==> src/rtl/sirv_uart_tx_ser.sv <==
// UART transmit serializer: start bit, 8 data bits LSB-first, optional parity, 1/2 stop bits.
// Optional parity bit enabled by defining SIRV_UARTTX_PARITY_EN.
module sirv_uart_tx_ser #(
  parameter int unsigned DIV_W = 16
) (
  input  logic             clock,
  input  logic             reset,
  input  logic             io_en,
  output logic             io_in_ready,
  input  logic             io_in_valid,
  input  logic [7:0]       io_in_bits,
  input  logic [DIV_W-1:0] io_div,
  input  logic             io_nstop,
`ifdef SIRV_UARTTX_PARITY_EN
  input  logic             io_parity_en,
  input  logic             io_parity_odd,
`endif
  output logic             io_txd,
  output logic             io_busy
);

  typedef enum logic {
    S_IDLE,
    S_SHIFT
  } state_t;

  state_t           state_q, state_d;
  logic [11:0]      shreg_q, shreg_d;
  logic [3:0]       bitcnt_q, bitcnt_d;
  logic [DIV_W-1:0] prescaler_q, prescaler_d;
  logic [DIV_W-1:0] div_q, div_d;

  logic       handshake;
  logic       par_bit;
  logic       par_used;
  logic [3:0] frame_len;

  always_comb begin
    par_bit  = 1'b1;
    par_used = 1'b0;
`ifdef SIRV_UARTTX_PARITY_EN
    par_used = io_parity_en;
    if (io_parity_en) begin
      par_bit = (^io_in_bits) ^ io_parity_odd;
    end
`endif
    frame_len = 4'd10 + {3'b000, io_nstop} + {3'b000, par_used};
  end

  // Without parity the bit-9 slot holds a 1 and simply serves as the first stop bit.
  always_comb begin
    state_d     = state_q;
    shreg_d     = shreg_q;
    bitcnt_d    = bitcnt_q;
    prescaler_d = prescaler_q;
    div_d       = div_q;
    io_in_ready = io_en & (state_q == S_IDLE);
    handshake   = io_in_ready & io_in_valid;

    if (state_q == S_IDLE) begin
      if (handshake) begin
        div_d       = io_div;
        prescaler_d = io_div;
        shreg_d     = {2'b11, par_bit, io_in_bits, 1'b0};
        bitcnt_d    = frame_len;
        state_d     = S_SHIFT;
      end
    end else begin
      if (prescaler_q == '0) begin
        shreg_d     = {1'b1, shreg_q[11:1]};
        bitcnt_d    = bitcnt_q - 4'd1;
        prescaler_d = div_q;
        if (bitcnt_q == 4'd1) begin
          state_d = S_IDLE;
        end
      end else begin
        prescaler_d = prescaler_q - 1'b1;
      end
    end
  end

  always_ff @(posedge clock or posedge reset) begin
    if (reset) begin
      state_q     <= S_IDLE;
      shreg_q     <= '1;
      bitcnt_q    <= '0;
      prescaler_q <= '0;
      div_q       <= '0;
    end else begin
      state_q     <= state_d;
      shreg_q     <= shreg_d;
      bitcnt_q    <= bitcnt_d;
      prescaler_q <= prescaler_d;
      div_q       <= div_d;
    end
  end

  // Shift register drains to all ones by the end of a frame, so idle txd is high.
  assign io_txd  = shreg_q[0];
  assign io_busy = (state_q == S_SHIFT);

endmodule
==> config.mk <==
export PLATFORM = sky130hd
export DESIGN_NAME = sirv_uart_tx_ser
export DESIGN_NICKNAME = d
export VERILOG_FILES = /design/src/rtl/sirv_uart_tx_ser.sv
export SDC_FILE = /design/constraint.sdc
export NUM_CORES = 1
export LEC_CHECK = 0
export CAP_MARGIN = 20
export CORE_MARGIN = 2
export CORE_UTILIZATION = 50
export CTS_CLUSTER_SIZE = 16
export DETAILED_ROUTE_END_ITERATION = 10
export GPL_TIMING_DRIVEN = 0
export PLACE_DENSITY = 0.74
export SYNTH_ARGS = -nofsm -noshare
export SYNTH_HDL_FRONTEND = slang
export SYNTH_SLANG_ARGS = --single-unit
==> constraint.sdc <==
create_clock -name clock -period 2.05 [get_ports clock]
set_input_delay 0.41 -clock clock [delete_from_list [all_inputs] [get_ports clock]]
set_output_delay 0.41 -clock clock [all_outputs]
set_load 0.01 [all_outputs]
==> results of run 1 <==
per-stage QoR:
step | util (%) | std cells
floorplan | - | 282
global placement | 59.2 | 383
global route | 63.9 | 394
finish | 63.9 | 394
detailed placement | 59.6 | 384
CTS | 62.4 | 393
sequential cells by signal, indices dropped and copies added (netlist names):
register,count
bitcnt_q,4
div_q,16
io_busy,1
prescaler_q,16
shreg_q,9
synth_stat cells (2+ instances only):
master and instances:
buf_2 4, xor2_1 3, mux2i_1 11, nand4_1 2
a21oi_1 3, or3_1 12, o41ai_1 2, and4_1 2
a211oi_1 7, nor4_1 5, and3_1 7, nor3_1 13
o41a_1 4, nand2b_1 2, dfstp_2 9, a31oi_1 7
dfrtp_1 37, clkbuf_1 17, o221a_2 7, inv_1 10
o21a_1 2, o21ai_1 2, ha_1 4, xnor2_1 2
nor4_2 2, nand2_1 56, or4_1 2, o21ai_0 10
o22ai_1 9, nor2_1 8
repair_timing:
item | 4_1_cts | 5_1_grt
hold endpoints to repair | 0 | 0
setup endpoints to repair | 37 | 27
pin swaps | 0 | 2
buffers inserted | 1 | 3
gates resized for setup | 14 | 23
layout make-up:
class,instances,share of cell area [%]
clock inverter,1,0.155
clock buffer,7,2.68
timing repair buffer,36,11.1
inverter,10,1.16
multi-input combinational,204,42.5
buffer,20,3.45
tap,70,2.72
sequential,46,36.2
metal layers:
| layer | vias to the layer above | GRT usage [%] |
|---|---|---|
| met2 | 48 | 37.9 |
| li1 | 1117 | - |
| met3 | 9 | 4.29 |
| met1 | 1116 | 33.5 |
| met4 | 0 | 8.00 |
| met5 | - | 0 |
kinds of logic (layout without fill, tap and decap cells):
group / after synthesis / in the layout / synth area share [%]
flops: 46 / 46 / 45.0
fa+ha+maj: 4 / 4 / 1.94
buf+inv: 32 / 74 / 5.13
mux: 11 / 11 / 4.26
xor+xnor: 5 / 5 / 1.69
compound gates: 65 / 65 / 18.8
simple gates: 119 / 119 / 23.2
power by group:
| part | total (uW) | switching (uW) | leakage (uW) | internal (uW) |
|---|---|---|---|---|
| Combinational | 1120 | 548 | 0.000795 | 575 |
| Sequential | 1480 | 292 | 0.000533 | 1190 |
| Clock | 587 | 314 | 0.0000482 | 273 |
final timing paths:
check	start	endpoint	slack [ps]	cells after the start
setup reg to reg	prescaler_q[0]	prescaler_q[14]	50	6
setup / recovery	prescaler_q[0]	prescaler_q[14]	50	6
hold reg to reg	div_q[7]	div_q[7]	480	2
hold / removal	reset	bitcnt_q[1]	360	2
min in group clock	div_q[7]	div_q[7]	480	2
max in group asynchronous	reset	prescaler_q[5]	1190	3
==> run metrics, run 1 <==
Setup crit end kind flip-flop; CTS buffer count 5; clock-pin slew of the registers on the worst-case setup and hold paths 90 ps; DR iter-0 viols 178; ys flop type dfrtp_1; placed cell area 3000 sq um; met2 routed WL around 3200 um; Worst Hold Class in -> async; drt via density 5.81; Clock Skew 5.41 ps; Worst-Margin Slew 583 ps; crit-path leading delay family simple AND/OR/NAND/NOR gates; fin crit period ~2000 ps; crit share post-route 97.5%; Final Net Count approximately 360; die area between 5000 and 6000 sq um; first-pass GRT wire length about 11000 um; clk_lat worst skew 310 ps; Arr. time, crit path between 2000 and 2500 ps; Seq. cell area 1170 sq um; kind of critical path reg -> reg; routed via count 2290; count of final hold-check violations 0; IO buf count 31; power after layout 3190 uW; leak pwr roughly 0.0014 uW; Core ar. 5040 sq um; Die Ht 75.9 um; max cap viols 0; Critical Path RT 2220 ps; drt pass-1 iters 4; multi-input logic area 1370 sq um; Rows 26; M1 WL 3070 um; number of synthesized register bits 46; Synth Area per Inst 9.17 sq um; most frequent cells in the layout 56 x nand2_1, 33 x dfrtp_1, 30 x clkdlybuf4s50_1, 13 x nor3_1; Mapped Area around 2600 sq um; Slew Limit Fails 0; Overall Global Routing Usage between 20% and 30%; vias in the first global route approximately 2.2k; outcome finished clean; CTS tree built; cells after synthesis 282; Crit path largest cell delay about 600 ps; Worst VDD drop roughly 490 uV; Synth-to-Final Area Change 24.7%; Synth async-reset ratio 100%; layout cells sized above 1 18.5%; largest net degree at the start of global routing 35; Max Root-Sink Buffers 2; tightest hold margin roughly 360 ps; Post-synth EDFFs 0; filler instances 436; most common cell after layout, fill and taps aside nand2_1; initial antenna violation count 0; global route overflow 0; met3 wire len slightly above 300 um; dpl hpwl 4550 um; Final setup viols 0; initial core utilization between 50% and 60%; Top Metal Used met4; pre-CTS setup slack -518 ps; hold buffers post-CTS 0; crit path max-delay cell type or4b_2; TNS Setup 0 ps; H-tree levels 2; antenna-violating nets left 0; Worst Path Buf+Inv 1; Max-slew headroom 61.2%; # DRC 0; sequential area share after synthesis 45.0%; Wirelength per Cell roughly 17 um; CTS Sinks 46; max frequency around 500 MHz; Ys Warns 0; Synth area leader dfrtp_1; Yosys top cell area share 35.8%; Net Count, Synth 315; post-route setup slack 50.4 ps; io pins 32; synth top area cells dfrtp_1 36%, dfstp_2 9.1%, nand2_1 8.1%; Finished Cell Area 3220 sq um; ant diodes 0; CP startpoint kind flip-flop; critical path, cell by cell inv_2, ha_4, or4b_2, o41ai_2, o41a_1, o22ai_1; power density over cell area 989 nW/um^2; final RePlAce weighted congestion 0.903; worst-path fanout max 5; chip width 75.9 um; Post-Route WL ~6700 um; Netlist cell types 51; Root Buffer clkbuf_8
Note: power is estimated with default switching activity, not from simulation.
==> inputs of run 2 (changes only) <==
Settings changed: CELL_PAD_IN_SITES_DETAIL_PLACEMENT from default to 1, CELL_PAD_IN_SITES_GLOBAL_PLACEMENT from default to 2, CORE_UTILIZATION 50 to 31.
==> run metrics, run 2 (synthesis results as in run 1) <==
worst-path fanout max 7 (+2); CTS buffer count 5 (unchanged); crit path max-delay cell type or4_4; filler instances 939 (+120%); Worst VDD drop 371 uV (-25%); power after layout 3350 uW (+5.2%); Critical Path RT 2210 ps (about the same); Post-Route WL 7730 um (+16%); Slew Limit Fails 0 (unchanged); CP startpoint kind flip-flop; CTS tree built; vias in the first global route 2384 (+7.5%); IO buf count 31 (unchanged); leak pwr 0.00140 uW (+1.9%); Core ar. 8130 sq um (+61%); Worst-Margin Slew 614 ps (+31.4 ps); pre-CTS setup slack -707 ps (-189 ps); final RePlAce weighted congestion 0.775 (-14%); FF-to-FF path depth 5 (-1); fin crit period 2010 ps (+5.80 ps); critical path, cell by cell or4_4, buf_6, o41a_1, a211oi_2, o22ai_1; CTS Sinks 46 (unchanged); most common cell after layout, fill and taps aside nand2_1; Die Ht 95.3 um (+26%); max frequency 499 MHz (-0.29%); layout cells sized above 1 20.2% (+1.7 points); Worst Hold Class in -> async; Wirelength per Cell 17.9 um (+6.1%); crit share post-route 97.8% (+0.28 points); Crit path largest cell delay 550 ps (-50 ps); Worst Path Buf+Inv 1 (unchanged); max cap viols 0 (unchanged); r2r endpoint prescaler_q[13]; Final Net Count 358 (+0.56%); crit-path leading delay family compound AO/OA/AOI/OAI gates; Rows 33 (+27%); io pins 32 (unchanged); ant diodes 0 (unchanged); Final Instance Count excl. Fillers 431 (+9.4%); Seq. cell area 1160 sq um (-0.21%); clock-pin slew of the registers on the worst-case setup and hold paths 90 ps (about the same); routed via count 2309 (+0.83%); Root Buffer clkbuf_8; drt via density 5.36 (-7.8%); DR iter-0 viols 51 (-71%); count of final hold-check violations 0 (unchanged); Final setup viols 0 (unchanged); kind of critical path reg -> reg; global route overflow 0 (unchanged); Regs by FF count div_q x16, prescaler_q x16, shreg_q x9; most frequent cells in the layout 56 x nand2_1, 35 x dfrtp_1, 30 x clkdlybuf4s50_1; R2R Path Start prescaler_q[4]; clk_lat worst skew 290 ps (-20 ps); outcome finished clean; TNS Setup 0 ps (unchanged); initial core utilization 31.8% (-19 points); dpl hpwl 5560 um (+22%); chip width 95.3 um (+26%); # DRC 0 (unchanged); H-tree levels 2 (unchanged); die area 9080 sq um (+58%); initial antenna violation count 0 (unchanged); placed cell area 3050 sq um (+1.5%); largest net degree at the start of global routing 30 (-14%); reg2reg setup slack 40 ps (about the same); hold buffers post-CTS 0 (unchanged); multi-input logic area 1410 sq um (+2.6%); Placed Cells 419 (+9.1%); Finished Cell Area 3340 sq um (+3.7%); Max Root-Sink Buffers 2 (unchanged); Synth-to-Final Area Change 29.4%; Overall Global Routing Usage 18.2% (-5.8 points); power density over cell area 1000 nW/um^2 (+1.4%); antenna-violating nets left 0 (unchanged); Setup crit end kind flip-flop; Arr. time, crit path 2160 ps (about the same); drt pass-1 iters 4 (unchanged); post-route setup slack 44.6 ps (-5.80 ps); first-pass GRT wire length 12600 um (+14%); Max-slew headroom 59.1% (-2.1 points); Clock Skew 6.09 ps (+0.678 ps)
## run 2: changes by cell type in the layout (fill, tap and decap cells not counted), sizes merged
cell,before,now
buf,10,13
clkinv,1,0
dlygate4sd2,1,0
bufinv,0,1
## run 2: metal layers
layer	share of wire, %	up-vias	wire, um	global-route usage (%)
met2	47	24	3650	30.1
li1	-	1124	-	-
met3	2.5	4	197	2.85
met1	50	1157	3830	25.2
met5	0	-	0	0
met4	0.70	0	54	3.38
## run 2: worst reg2reg max path: stages (launching register included)
cell	delay (ps)
dfrtp_2	460
or4_4	550
buf_6	150
o41a_1	420
a211oi_2	200
o22ai_1	90
## run 2: metrics by stage
| stage | util [%] | hold slack [ps] |
|---|---|---|
| after floorplan | - | 440 |
| after global placement | 37.2 | 462 |
| after detailed placement | 37.5 | 466 |
| after CTS | 39.7 | 439 |
| after global routing | 41.1 | 453 |
| final | 41.1 | 433 |
## run 2: area by class of cell
type / instances / share of cell area [%]
sequential: 46 / 34.8
clock inverter: 1 / 0.898
clock buffer: 7 / 2.28
timing repair buffer: 38 / 11.1
buffer: 20 / 3.85
tap: 105 / 3.93
inverter: 10 / 1.12
multi-input combinational: 204 / 42.0
## run 2: worst max-delay path by stage
stage / from / to / slack (ps) / cells after the start
after floorplan: prescaler_q[2] / prescaler_q[13] / 120 / 6
after global placement: io_en / div_q[4] / -670 / 6
after detailed placement: io_in_valid / div_q[4] / -710 / 6
after CTS: prescaler_q[8] / shreg_q[5] / 3 / 7
after global routing: prescaler_q[0] / prescaler_q[14] / -3 / 6
final: prescaler_q[4] / prescaler_q[13] / 40 / 5
## run 2: what timing repair did
item                       in CTS  in global routing
setup buffers                   2                  4
gates resized for setup        21                 25
pin swaps                       0                  1
setup endpoints to repair      39                 35
## run 2: power breakdown
group	switching, uW	internal [uW]
registers	315	1180
clock network	309	366
logic	578	606
